===== src/rtl/bsg_nonsynth_profiler_counter_bank.sv =====
// bsg_nonsynth_profiler_counter_bank: els_p multi-unit event counters
// (saturating or wrapping, sticky overflow) with an atomic snapshot
// that is streamed one channel per beat over a valid/ready port.
// Ports: clk_i, reset_n_i (sync, active-low); v_i/inc_i per-channel
// count enable and increment; clear_i zeroes live state; dump_i takes
// a snapshot; busy_o high while streaming; v_o/ready_i handshake with
// id_o, count_o, overflow_o, last_o describing the current entry.
module bsg_nonsynth_profiler_counter_bank #(
  parameter int els_p       = 32,
  parameter int width_p     = 32,
  parameter int inc_width_p = 1,
  parameter bit saturate_p  = 1'b1,
  parameter int lg_els_lp   = (els_p > 1) ? $clog2(els_p) : 1
) (
  input  logic                         clk_i,
  input  logic                         reset_n_i,
  input  logic [els_p-1:0]             v_i,
  input  logic [els_p*inc_width_p-1:0] inc_i,
  input  logic                         clear_i,
  input  logic                         dump_i,
  output logic                         busy_o,
  output logic                         v_o,
  input  logic                         ready_i,
  output logic [lg_els_lp-1:0]         id_o,
  output logic [width_p-1:0]           count_o,
  output logic                         overflow_o,
  output logic                         last_o
);

  typedef enum logic {
    IDLE,
    STREAM
  } state_e;

  state_e               state_r, state_n;
  logic [lg_els_lp-1:0] ptr_r, ptr_n;
  logic [lg_els_lp-1:0] ptr_last;

  logic [width_p-1:0]   cnt_r [els_p];
  logic [width_p-1:0]   cnt_n [els_p];
  logic [els_p-1:0]     ovf_r, ovf_n;

  logic [width_p-1:0]   sh_cnt_r [els_p];
  logic [els_p-1:0]     sh_ovf_r;

  logic                 streaming;
  logic                 take_snap;
  logic                 at_last;

  assign ptr_last  = lg_els_lp'(els_p - 1);
  assign streaming = (state_r == STREAM);
  assign take_snap = reset_n_i & (state_r == IDLE) & dump_i;
  assign at_last   = (ptr_r == ptr_last);

  // Sum is formed one bit wider so the carry doubles as overflow.
  always_comb begin : live_next
    logic [width_p:0] sum;
    sum = '0;
    for (int k = 0; k < els_p; k++) begin
      cnt_n[k] = cnt_r[k];
      ovf_n[k] = ovf_r[k];
      sum = {1'b0, cnt_r[k]}
          + (width_p+1)'(inc_i[k*inc_width_p +: inc_width_p]);
      if (clear_i) begin
        cnt_n[k] = '0;
        ovf_n[k] = 1'b0;
      end else if (v_i[k]) begin
        if (sum[width_p]) begin
          ovf_n[k] = 1'b1;
          cnt_n[k] = saturate_p ? '1 : sum[width_p-1:0];
        end else begin
          cnt_n[k] = sum[width_p-1:0];
        end
      end
    end
  end

  always_comb begin : fsm_next
    state_n = state_r;
    ptr_n   = ptr_r;
    unique case (state_r)
      IDLE: begin
        if (dump_i) begin
          state_n = STREAM;
          ptr_n   = '0;
        end
      end
      STREAM: begin
        if (ready_i) begin
          if (at_last) begin
            state_n = IDLE;
            ptr_n   = '0;
          end else begin
            ptr_n = ptr_r + lg_els_lp'(1);
          end
        end
      end
      default: begin
        state_n = IDLE;
        ptr_n   = '0;
      end
    endcase
  end

  always_ff @(posedge clk_i) begin
    if (!reset_n_i) begin
      state_r <= IDLE;
      ptr_r   <= '0;
      ovf_r   <= '0;
      for (int k = 0; k < els_p; k++)
        cnt_r[k] <= '0;
    end else begin
      state_r <= state_n;
      ptr_r   <= ptr_n;
      ovf_r   <= ovf_n;
      for (int k = 0; k < els_p; k++)
        cnt_r[k] <= cnt_n[k];
    end
  end

  // Snapshot captures pre-update live values; not reset on purpose.
  always_ff @(posedge clk_i) begin
    if (take_snap) begin
      sh_cnt_r <= cnt_r;
      sh_ovf_r <= ovf_r;
    end
  end

  // Gating keeps idle outputs at zero even though the shadow is unreset.
  assign busy_o     = streaming;
  assign v_o        = streaming;
  assign id_o       = streaming ? ptr_r : '0;
  assign count_o    = streaming ? sh_cnt_r[ptr_r] : '0;
  assign overflow_o = streaming & sh_ovf_r[ptr_r];
  assign last_o     = streaming & at_last;

endmodule


===== config.mk =====
export PLATFORM = sky130hd
export DESIGN_NAME = bsg_nonsynth_profiler_counter_bank
export DESIGN_NICKNAME = d
export VERILOG_FILES = /design/src/rtl/bsg_nonsynth_profiler_counter_bank.sv
export SDC_FILE = /design/constraint.sdc
export NUM_CORES = 2
export LEC_CHECK = 0
export CORE_UTILIZATION = 40
export DETAILED_ROUTE_END_ITERATION = 7
export PLACE_DENSITY_LB_ADDON = 0.2
export SLEW_MARGIN = 20
export SYNTH_ARGS = -nofsm -noshare
export SYNTH_HDL_FRONTEND = slang
export SYNTH_SLANG_ARGS = --single-unit

===== constraint.sdc =====
create_clock -name clk_i -period 31.6 [get_ports clk_i]
set_input_delay 6.32 -clock clk_i [delete_from_list [all_inputs] [get_ports clk_i]]
set_output_delay 6.32 -clock clk_i [all_outputs]
set_load 0.01 [all_outputs]

==> flow_metrics.py <==
metrics = {
    "status": {
        "status": "complete, no violations",
    },
    "setup_path": {
        "cp-end-kind": "output port",
        "worstPathMaxFanout": 50,
        "worst_ep_arrival_time_ns": 7.14,
        "crit_chain": "buf_4 -> buf_4 -> buf_4 -> buf_4 -> mux2i_1 -> a22oi_1 -> nand2_1 -> o2bb2ai_1 -> a221oi_1 -> clkdlybuf4s50_1",
        "cp_top_family": "buffers and inverters",
        "start_kind": "flop",
        "slowest_delay_ns": 1.00,
        "path_class": "reg2out",
        "crit_start": "ptr_r[0]$_SDFFE_PN0P_",
        "required_ns": 25.28,
        "path_buf_inv": 5,
        "cp_common_cell": "buf_4",
        "worstReg2RegStart": "busy_o$_SDFF_PN0_",
        "crit_slowest_cell": "a221oi_1",
    },
    "clock_tree": {
        "clk_latency_ns": 0.88,
        "cts_tree": "yes",
        "h-tree-depth": 4,
        "post_cts_buffers": 0,
        "cts.sinks": 2118,
        "cts_hold_buf": 0,
        "cts_root_buf": "clkbuf_16",
        "cts_max_path_buffers": 3,
        "cts_buffers": 220,
        "cts.clk_slew.worst_paths_ns": 0.06,
        "ctsResizeCount": 0,
    },
    "route": {
        "viasPerCell": 5.769,
        "drt-initial-drc-count": 6002,
        "ant_nets": 0,
        "drc": 0,
        "post_drt_wl_per_cell_um": 24.54,
        "routed_wl_um": 262900,
        "dr_total_vias": 61800,
        "drt_first_pass_iters": 6,
    },
    "floorplanning": {
        "core_sq_um": 220200,
        "rows": 172,
        "start_util_pct": 40.33,
        "die_area_sq_um": 223900,
        "pin_count": 110,
        "chipHeight_um": 473.2,
        "fp.dieW_um": 473.2,
    },
    "global_routing": {
        "antenna_found_initial": 10,
        "grt_max_degree": 169,
        "grtUsageTotal_pct": 23.04,
        "grt_pass1_wl_um": 387400,
        "grt_overflow": 0,
        "grt_pass1_vias": 57630,
    },
    "final_layout": {
        "area_growth_pct": 13.17,
        "final_layout_size_suffix_gt1_share_pct": 8.902,
        "final_common_cell": "dfxtp_1",
        "final_cell_mix": "1058 x dfxtp_1, 1056 x edfxtp_1, 916 x a21oi_1",
        "final_nets": 7676,
        "final_util_pct": 45.64,
        "num-fill-cells": 19760,
    },
    "sta": {
        "min_period_ns": 13.46,
        "slew_headroom_pct": 16.61,
        "clock-skew-final_ns": 0.04742,
        "hold_viol_final": 0,
        "slew_violations": 0,
        "timing.setup.tns_ns": 0,
        "final-setup-viol-count": 0,
        "worst_slew_pin_slew_ns": 1.251,
        "rsz0062_at_grt": "no",
        "max_freq_mhz": 74.29,
        "period_share_pct": 42.60,
    },
    "synth": {
        "ys.flop_type": "dfxtp_1",
        "syn_area_sq_um": 88790,
        "synth_edf_count": 1056,
        "synth_top_family_by_area": "simple AND/OR/NAND/NOR gates",
        "syn_inst": 7530,
        "synth-xor-area-share_pct": 6.490,
        "synth_compound_gate_area_share_pct": 10.39,
        "synth_mux_area_share_pct": 6.978,
        "yosys.area_share.simple_pct": 13.17,
        "async_flop_share_pct": 0,
        "syn-num-nets": 7665,
        "seq_area_frac_synth_pct": 59.66,
        "ys_seq_elements": 2118,
        "synth.avg_cell_area_sq_um": 11.79,
        "ys_types": 67,
        "synthAdderAreaFrac_pct": 0.9300,
        "synth_warnings": 0,
    },
    "power_and_ir_drop": {
        "p_leak_nw": 32.76,
        "power_density_nw_per_um2": 57.47,
        "vdd_drop_max_mv": 0.05585,
    },
    "min_path": {
        "hold_path_class": "reg2reg",
        "hp-start": "ovf_r[16]$_SDFFE_PP0P_",
    },
    "flow_run": {
        "cap_violations": 0,
    },
    "placement": {
        "place.gp.congestion": 0.9346,
        "io_buffers": 109,
        "post-dp-hpwl_um": 185700,
    },
}
Yosys cell counts, drive strengths merged (70+ instances only):
| library cell | number | share of area, % |
|---|---|---|
| mux4 | 132 | 3.3 |
| inv | 134 | 0.57 |
| a31oi | 104 | 0.73 |
| a221oi | 132 | 1.3 |
| nor2 | 223 | 0.94 |
| and4 | 126 | 1.2 |
| nand2 | 415 | 1.8 |
| nand3 | 356 | 2.0 |
| nor4 | 139 | 1.1 |
| xor2 | 350 | 3.5 |
| clkbuf | 344 | 1.5 |
| mux2i | 322 | 3.6 |
| buf | 70 | 0.36 |
| xnor2 | 308 | 3.0 |
| and3 | 189 | 1.3 |
| dfxtp | 1062 | 24 |
| o21ai | 108 | 0.61 |
| nor3 | 185 | 1.0 |
| nand4 | 251 | 1.8 |
| a21oi | 916 | 5.2 |
| edfxtp | 1056 | 36 |
logic make-up (layout without fill, tap and decap cells):
family | after synthesis | after routing
buffers and inverters | 549 | 759
AND/OR/NAND/NOR | 2143 | 2143
XOR/XNOR | 658 | 658
adder cells (fa/ha/maj) | 66 | 66
AO/OA/AOI/OAI | 1542 | 1542
flip-flops | 2118 | 2118
other | 0 | 15
multiplexers | 454 | 454
layer usage:
layer / GRT usage (%) / up-vias / part of all wire, %
li1: - / 28550 / -
met1: 32.51 / 31020 / 45
met2: 35.61 / 1879 / 45
met3: 3.241 / 351 / 5.8
met4: 9.169 / 2 / 4.1
met5: 0 / - / 0.0065
sequential cells by signal, summed over array words and instances (netlist names):
signal    cells
ovf_r        32
sh_cnt_r   1024
sh_ovf_r     32
cnt_r      1024
busy_o        1
ptr_r         5
layout make-up:
cell class | count | area (sq um) | share of cell area (%)
flip-flops and latches | 2118 | 52980 | 52.73
multi-input cells | 4863 | 33800 | 33.64
clock buffers | 305 | 6128 | 6.099
well taps | 2958 | 3701 | 3.683
repair buffers | 203 | 1859 | 1.850
clock inverters | 116 | 1471 | 1.464
inverters | 135 | 506.7 | 0.5043
diodes | 15 | 37.54 | 0.03735
per-stage QoR:
stage	total power [mW]	cell area (sq um)	setup WS, ns	hold WS [ns]	std cells
after global routing	5.943	100500	17.74	0.4392	10710
after floorplan	3.083	88790	12.20	0.4064	7530
after global placement	3.125	92800	19.02	0.4115	10280
final	5.775	100500	18.14	0.4298	10710
after detailed placement	3.127	92810	18.87	0.4158	10280
after CTS	5.827	100400	17.99	0.4207	10700
where the power goes:
part | internal (mW) | switching, mW | leakage, nW
logic | 0.0464 | 0.109 | 9.20
clock network | 1.58 | 1.12 | 3.69
registers | 2.90 | 0.0152 | 19.9
path summary, 6_finish.rpt:
kind	to	slack, ns	depth (start not counted)
hold / removal	sh_ovf_r[16]$_DFFE_PP_	0.43	0
setup reg to reg	sh_cnt_r[888]$_DFFE_PP_	24.60	7
setup / recovery	count_o[28]	18.14	10
hold reg to reg	sh_ovf_r[16]$_DFFE_PP_	0.43	0
Note: power is estimated with default switching activity, not from simulation.
